==> src/rtl/mult_add_pipe_if.sv <==
// Handshake bundle for mult_add_pipe: operand beats in, scaled results out.
interface mult_add_pipe_if #(
    parameter int unsigned DATA_WIDTH = 20,
    parameter int unsigned N_TERMS    = 2
);
    logic                            in_valid;
    logic                            in_ready;
    logic                            in_last;
    logic [N_TERMS*DATA_WIDTH-1:0]   in_a;
    logic [N_TERMS*DATA_WIDTH-1:0]   in_b;
    logic                            out_valid;
    logic                            out_ready;
    logic [DATA_WIDTH-1:0]           out_data;
    logic                            out_ovf;

    modport master (
        output in_valid, in_last, in_a, in_b, out_ready,
        input  in_ready, out_valid, out_data, out_ovf
    );

    modport slave (
        input  in_valid, in_last, in_a, in_b, out_ready,
        output in_ready, out_valid, out_data, out_ovf
    );
endinterface

==> src/rtl/mult_add_pipe.sv <==
// Pipelined fixed-point dot-product engine: product stage, accumulator, scaled result register.
// Define MULT_ADD_SAT_EN to clamp out-of-range results (flagged on out_ovf) instead of wrapping.
module mult_add_pipe #(
    parameter int unsigned DATA_WIDTH = 20,
    parameter int unsigned FRAC       = 16,
    parameter int unsigned N_TERMS    = 2,
    parameter int unsigned ACC_GUARD  = 4
) (
    input logic              clk,
    input logic              rst,
    mult_add_pipe_if.slave   bus
);
    localparam int unsigned ProdW = 2 * DATA_WIDTH;
    localparam int unsigned AccW  = ProdW + $clog2(N_TERMS) + ACC_GUARD;

    logic signed [ProdW-1:0] prod_q  [N_TERMS];
    logic signed [ProdW-1:0] prod_in [N_TERMS];
    logic                    p_valid_q, p_valid_d;
    logic                    p_last_q;
    logic signed [AccW-1:0]  acc_q, acc_d;
    logic                    first_q, first_d;
    logic                    out_valid_q, out_valid_d;
    logic [DATA_WIDTH-1:0]   out_data_q, out_data_d;
    logic                    out_ovf_q, out_ovf_d;

    logic                    p_adv, in_ready, accept, load_out;
    logic signed [AccW-1:0]  sum, base, total;
    logic [DATA_WIDTH-1:0]   scaled_data;
    logic                    scaled_ovf;

    always_comb begin
        // A last beat may only leave P when the result register can take it.
        p_adv    = p_valid_q && (!p_last_q || !out_valid_q || bus.out_ready);
        in_ready = !p_valid_q || p_adv;
        accept   = bus.in_valid && in_ready;
        load_out = p_adv && p_last_q;
        for (int i = 0; i < N_TERMS; i++) begin
            prod_in[i] = ProdW'($signed(bus.in_a[i*DATA_WIDTH +: DATA_WIDTH]))
                       * ProdW'($signed(bus.in_b[i*DATA_WIDTH +: DATA_WIDTH]));
        end
    end

    always_comb begin
        sum = '0;
        for (int i = 0; i < N_TERMS; i++) begin
            sum = sum + AccW'(prod_q[i]);
        end
        base  = first_q ? '0 : acc_q;
        total = base + sum;
    end

`ifdef MULT_ADD_SAT_EN
    logic signed [AccW-1:0]        shifted;
    logic [AccW-DATA_WIDTH:0]      hi;

    always_comb begin
        shifted = total >>> FRAC;
        hi      = shifted[AccW-1:DATA_WIDTH-1];
        // In range iff every bit above the result's sign bit matches it.
        if (&hi || ~|hi) begin
            scaled_data = shifted[DATA_WIDTH-1:0];
            scaled_ovf  = 1'b0;
        end else begin
            scaled_data = {shifted[AccW-1], {(DATA_WIDTH-1){~shifted[AccW-1]}}};
            scaled_ovf  = 1'b1;
        end
    end
`else
    always_comb begin
        scaled_data = total[FRAC +: DATA_WIDTH];
        scaled_ovf  = 1'b0;
    end
`endif

    always_comb begin
        p_valid_d   = p_valid_q;
        acc_d       = acc_q;
        first_d     = first_q;
        out_valid_d = out_valid_q;
        out_data_d  = out_data_q;
        out_ovf_d   = out_ovf_q;

        if (accept) begin
            p_valid_d = 1'b1;
        end else if (p_adv) begin
            p_valid_d = 1'b0;
        end

        if (p_adv) begin
            if (p_last_q) begin
                acc_d   = '0;
                first_d = 1'b1;
            end else begin
                acc_d   = total;
                first_d = 1'b0;
            end
        end

        if (load_out) begin
            out_valid_d = 1'b1;
            out_data_d  = scaled_data;
            out_ovf_d   = scaled_ovf;
        end else if (bus.out_ready) begin
            out_valid_d = 1'b0;
        end
    end

    always_ff @(posedge clk) begin
        if (rst) begin
            p_valid_q   <= 1'b0;
            p_last_q    <= 1'b0;
            acc_q       <= '0;
            first_q     <= 1'b1;
            out_valid_q <= 1'b0;
            out_data_q  <= '0;
            out_ovf_q   <= 1'b0;
            for (int i = 0; i < N_TERMS; i++) begin
                prod_q[i] <= '0;
            end
        end else begin
            p_valid_q   <= p_valid_d;
            acc_q       <= acc_d;
            first_q     <= first_d;
            out_valid_q <= out_valid_d;
            out_data_q  <= out_data_d;
            out_ovf_q   <= out_ovf_d;
            if (accept) begin
                p_last_q <= bus.in_last;
                for (int i = 0; i < N_TERMS; i++) begin
                    prod_q[i] <= prod_in[i];
                end
            end
        end
    end

    assign bus.in_ready  = in_ready;
    assign bus.out_valid = out_valid_q;
    assign bus.out_data  = out_data_q;
    assign bus.out_ovf   = out_ovf_q;
endmodule

==> src/flat_wrapper.sv <==
// flat-port wrapper written by rule: the top's interface ports become plain ports
module mult_add_pipe_flat 
#(
    parameter int unsigned DATA_WIDTH = 20,
    parameter int unsigned FRAC       = 16,
    parameter int unsigned N_TERMS    = 2,
    parameter int unsigned ACC_GUARD  = 4
)
  (clk, rst, bus_in_valid, bus_in_last, bus_in_a, bus_in_b, bus_out_ready, bus_in_ready, bus_out_valid, bus_out_data, bus_out_ovf);
  mult_add_pipe_if #(.DATA_WIDTH(DATA_WIDTH), .N_TERMS(N_TERMS)) bus_i ();
  input logic clk;
  input logic rst;
  input wire logic [$bits(bus_i.in_valid)-1:0] bus_in_valid;
  input wire logic [$bits(bus_i.in_last)-1:0] bus_in_last;
  input wire logic [$bits(bus_i.in_a)-1:0] bus_in_a;
  input wire logic [$bits(bus_i.in_b)-1:0] bus_in_b;
  input wire logic [$bits(bus_i.out_ready)-1:0] bus_out_ready;
  output wire logic [$bits(bus_i.in_ready)-1:0] bus_in_ready;
  output wire logic [$bits(bus_i.out_valid)-1:0] bus_out_valid;
  output wire logic [$bits(bus_i.out_data)-1:0] bus_out_data;
  output wire logic [$bits(bus_i.out_ovf)-1:0] bus_out_ovf;
  assign bus_i.in_valid = bus_in_valid;
  assign bus_i.in_last = bus_in_last;
  assign bus_i.in_a = bus_in_a;
  assign bus_i.in_b = bus_in_b;
  assign bus_i.out_ready = bus_out_ready;
  assign bus_in_ready = bus_i.in_ready;
  assign bus_out_valid = bus_i.out_valid;
  assign bus_out_data = bus_i.out_data;
  assign bus_out_ovf = bus_i.out_ovf;
  mult_add_pipe #(.DATA_WIDTH(DATA_WIDTH), .FRAC(FRAC), .N_TERMS(N_TERMS), .ACC_GUARD(ACC_GUARD)) u_core (.clk(clk), .rst(rst), .bus(bus_i));
endmodule
==> config.mk <==
export PLATFORM = sky130hd
export DESIGN_NAME = mult_add_pipe_flat
export DESIGN_NICKNAME = d
export VERILOG_FILES = /design/src/rtl/mult_add_pipe_if.sv /design/src/rtl/mult_add_pipe.sv /design/src/flat_wrapper.sv
export SDC_FILE = /design/constraint.sdc
export NUM_CORES = 2
export LEC_CHECK = 0
export ABC_AREA = 1
export CAP_MARGIN = 5
export CORE_AREA = 2 2 353 285
export DETAILED_ROUTE_END_ITERATION = 10
export DIE_AREA = 0 0 355 287
export DONT_BUFFER_PORTS = 1
export SYNTH_ARGS = -nofsm -noshare
export SYNTH_HDL_FRONTEND = slang
export SYNTH_SLANG_ARGS = --single-unit
==> constraint.sdc <==
create_clock -name clk -period 7.89 [get_ports clk]
set_input_delay 0.789 -clock clk [delete_from_list [all_inputs] [get_ports clk]]
set_output_delay 0.789 -clock clk [all_outputs]
set_load 0.05 [all_outputs]
# Word-level counts from Yosys, hierarchy flattened
# Memories as Yosys holds them, arrays and structs flattened.
# Index checks and enable logic that the tools add are counted.
totals:
  reg_bits: 69
  ram_bits: 80
  inputBits: 85
  out_inout_bits: 23
  word_cells: 38
  n_memories: 1
mem_list:
  columns: ["memory", "words", "width", "rd", "rd_ports_with_merged_regs", "write_ports", "line_no", "text"]
  rows:
  - ["u_core.prod_q", 2, 40, 2, 0, 2, "mult_add_pipe.sv:16", "logic signed [ProdW-1:0] prod_q [N_TERMS];"]
op_classes:
  addsub: 2
  n_mul: 2
  mux: 14
  bitwise: 2
  n_reduce_logical: 11
op_table:
  columns: ["cell", "count"]
  rows:
  - ["$mux W45", 2]
  - ["$mul A20 B20 Y40", 2]
  - ["$mux W40", 2]
  - ["$add A45 B45 Y45", 1]
  - ["$add A40 B40 Y41", 1]
  - ["$mux W1", 10]
  - ["$reduce_bool A2 Y1", 2]
  - ["$logic_and A1 B1 Y1", 3]
  - ["$logic_not A1 Y1", 3]
  - ["$logic_or A1 B1 Y1", 3]
  - ["$or A1 B1 Y1", 2]

# Depth between registers and ports, before layout
logic_depth:
  depth_word: 10
  mapped_depth: 29
  depth_no_buf: 28

# Least setup slack after synthesis
# Ideal clock, no wire load.
synth_path:
  kind: "in2reg"
  start: "input bus_in_a[39]"
  end: "memory u_core.prod_q[0][74] in the netlist's numbering, data pin"
  setup_time_ns: 0.255
  t_arrival_ns: 6.632
  setup_slack_ns: 1.003
  stages: 26
  n_path_buf: 2
  path_cell_list: "buf_4 clkbuf_1 nand2_1 inv_1 fa_1 inv_1 fa_1 inv_1 fa_1 inv_1 fa_1 inv_1 fa_1 inv_1 fa_1 fa_1 inv_1 ha_1 nand2_1 nand2_1 a221oi_1 o21ai_0 a21oi_1 nand3_1 nand2_1 nor2_1"
synth_lines:
  columns: ["element", "line_no", "text"]
  rows:
  - ["start, declared", "flat_wrapper.sv:15", "input wire logic [$bits(bus_i.in_a)-1:0] bus_in_a;"]
  - ["end, declared", "mult_add_pipe.sv:16", null]

==> run metrics <==
outcome completed; Mapped Cells 5180; ys async rst share 0; most frequent CP cell fa_1; crit-path max cell delay 0.74 ns; Clk Latency, worst-skew pair 0.45 ns; fin crit period 6.59 ns; Yosys top cell area share 0.394; Routed WL per cell 16.7 um; top cells by count, synth inv_1, nand2_1, fa_1; Buf+Inv Stages, Crit Path 5; Hold Startpoint rst; wire length on met3 5.85 mm; syn avg cell area 7.54 um2; Startpoint Class input port; clk sinks 132; layout cell share with drive strength beyond 1 0.0236; number of placed instances with taps included 6313; Synth Net Count 6307; worst-margin pin slew 1.07 ns; Distinct cells, synth 62; Yosys Warn Count 0; DP HPWL 88.3 mm; met2 wire length 49.3 mm; FF-to-FF Start u_core.prod_q[0][0]; Routed Antenna Nets 0; Die W 355 um; TritonCTS Buffers 17; top cell type by total area after synthesis fa_1; Fin Setup TNS 0 ns; final-report hold violation count 0; Crit. End Element register; synthesized area 39000 um2; Reg2Reg Capture Point u_core.acc_q[30]; H-tree depth 4; IO Count 108; Main synth FF type edfxtp_1; Tot GR Track Use 0.217; Core Region 98200 um2; final slew viol count 0; vias in the first global route 32405; die area 102000 um2; CTS tree built; Clock Tree Buf Depth 2; Final period util 0.835; via count 30917; setup slack, reg-to-reg 3.02 ns; pin count of the biggest net entering global routing 73; top layer in use met4; cell family with most CP delay adder cells; Setup CP Type in -> reg; diode count 0; clk slew on worst S/H paths 0.06 ns; CP arrival 6.79 ns; cts hold-fix bufs 0; Seq/Total Area, Yosys 0.0861; slowest CP cell fa_1; Setup violations, final 0; FF-to-FF path depth 21; grt ovf 0; Iteration-0 DRC Markers 2064; # port buffers 0; detailed-router iteration count before antenna repair 6; Non-Filler Instances 6345; most frequent cell after synthesis inv_1; Slew HR 0.284; worst-path cell chain nand2_1 > inv_1 > fa_1 > inv_1 > fa_1 > inv_1 > fa_1 > inv_1 > fa_1 > inv_1 > fa_1 > fa_1 > fa_1 > ha_1 > a21oi_1 > o21ai_0 > a21oi_1 > o21ai_0 > a21oi_1 > nand3_1 > nand2_1 > nor2_1; Hold Crit Class in -> reg; Residual DRC 0; Die H 287 um; Synth area leaders fa_1, inv_1, nand2_1; EDFF count, synth 72; maxcap violations 0; CP Depth 22; gpl congestion 0.932; Seq cells post-synth 132; Crit path required time 8.09 ns; row count 103; first-pass GRT wire length 176 mm; setup bufs post-CTS 0; RSZ-0062 raised after global routing false; Final nets 6147; Vias per Instance 4.87; Hold Crit Depth 1; crit path max fanout 20; Routed WL 106 mm; clk_skew 0.0196 ns; wire length on met1 49.3 mm; fmax 152 MHz; Initial Utilization 0.398; hold path endpoint u_core.p_valid_q; Root Buffer clkbuf_16; CTS resizes 0; initial antenna violation count 0; Layout area overhead 4.07%; crit path from bus_in_b[22]
[worst register-to-register path: stages, from the launching register on]
cell and delay, ns:
edfxtp_1 0.41, ha_1 0.28, fa_1 0.49, nand3_1 0.15
nand3_2 0.09, a21oi_2 0.23, inv_1 0.14, a21oi_2 0.30
o21bai_2 0.16, a21oi_2 0.16, xor2_1 0.60, ha_1 0.41
nand2_1 0.16, inv_1 0.06, a21oi_1 0.22, a21boi_1 0.31
nor2_1 0.09, nor2_1 0.22, nand2_1 0.08, nand2_1 0.08
nand3_1 0.07, a21oi_1 0.13
[stage by stage]
step / hold WS, ns / area [um2] / worst slack [ns] / util
3_5_place_dp: 0.446 / 40000 / 0.871 / 0.408
6_report: 0.406 / 40600 / 1.30 / 0.414
4_1_cts: 0.381 / 40600 / 1.33 / 0.414
5_1_grt: 0.406 / 40600 / 0.881 / 0.414
3_3_place_gp: 0.444 / 40000 / 0.926 / 0.408
2_1_floorplan: 0.441 / 39000 / 1.00 / -
[worst max path at each step]
stage / slack (ns) / end
after floorplan: 1.00 / u_core.prod_q[0][74]
after global placement: 0.93 / u_core.prod_q[0][70]
after detailed placement: 0.87 / u_core.prod_q[0][70]
after CTS: 1.33 / u_core.prod_q[0][75]
after global routing: 0.88 / u_core.prod_q[0][70]
final: 1.30 / u_core.prod_q[0][75]
[cell usage in the layout (no fill, tap or decap), drive strengths merged, types with 2 or more instances in the layout]
cell / instances
inv: 1509
nand2: 1252
fa: 768
nor2: 295
ha: 274
a21oi: 242
o21ai: 129
nand3: 121
edfxtp: 72
dfxtp: 60
xor2: 43
xnor2: 32
nor3: 28
nand4: 25
or2: 24
clkbuf: 21
a21o: 20
o21a: 19
o21bai: 18
a21boi: 18
a31oi: 12
clkinv: 9
nand3b: 8
nor4: 6
buf: 5
o211ai: 3
a221oi: 3
a211oi: 2
bufinv: 2
o31ai: 2
[layout make-up]
| class | instances | area (um2) |
|---|---|---|
| clock inverter | 11 | 123 |
| sequential | 132 | 3360 |
| fill | 10200 | 57600 |
| tap | 1312 | 1640 |
| multi-input combinational | 3355 | 29300 |
| inverter | 1509 | 5660 |
| timing repair buffer | 5 | 37.5 |
| clock buffer | 21 | 483 |
[logic make-up (layout without fill, tap and decap cells)]
kind of cell,after synthesis,in the layout,synth area share
xor+xnor,75,75,0.0170
simple gates,1763,1763,0.181
other cells,1,1,0.0000960
buf+inv,1693,1546,0.163
compound gates,474,474,0.0706
fa+ha+maj,1042,1042,0.482
flops,132,132,0.0861
[state kept, by name, summed over array words and instances (netlist names)]
register              cells
u_core.prod_q            72
u_core.acc_q             36
u_core.bus.out_data      20
u_core.bus.out_valid      1
u_core.first_q            1
u_core.p_last_q           1
u_core.p_valid_q          1
[per-layer routing]
metal  track usage  vias to the layer above
met5             0                        -
li1              -                    14684
met4        0.0344                        0
met1         0.309                    15321
met3        0.0260                       88
met2         0.359                      824
Power is left out: the tool's default activity adds up to more than one toggle a clock period on the data nets, which glitch-free logic cannot reach.
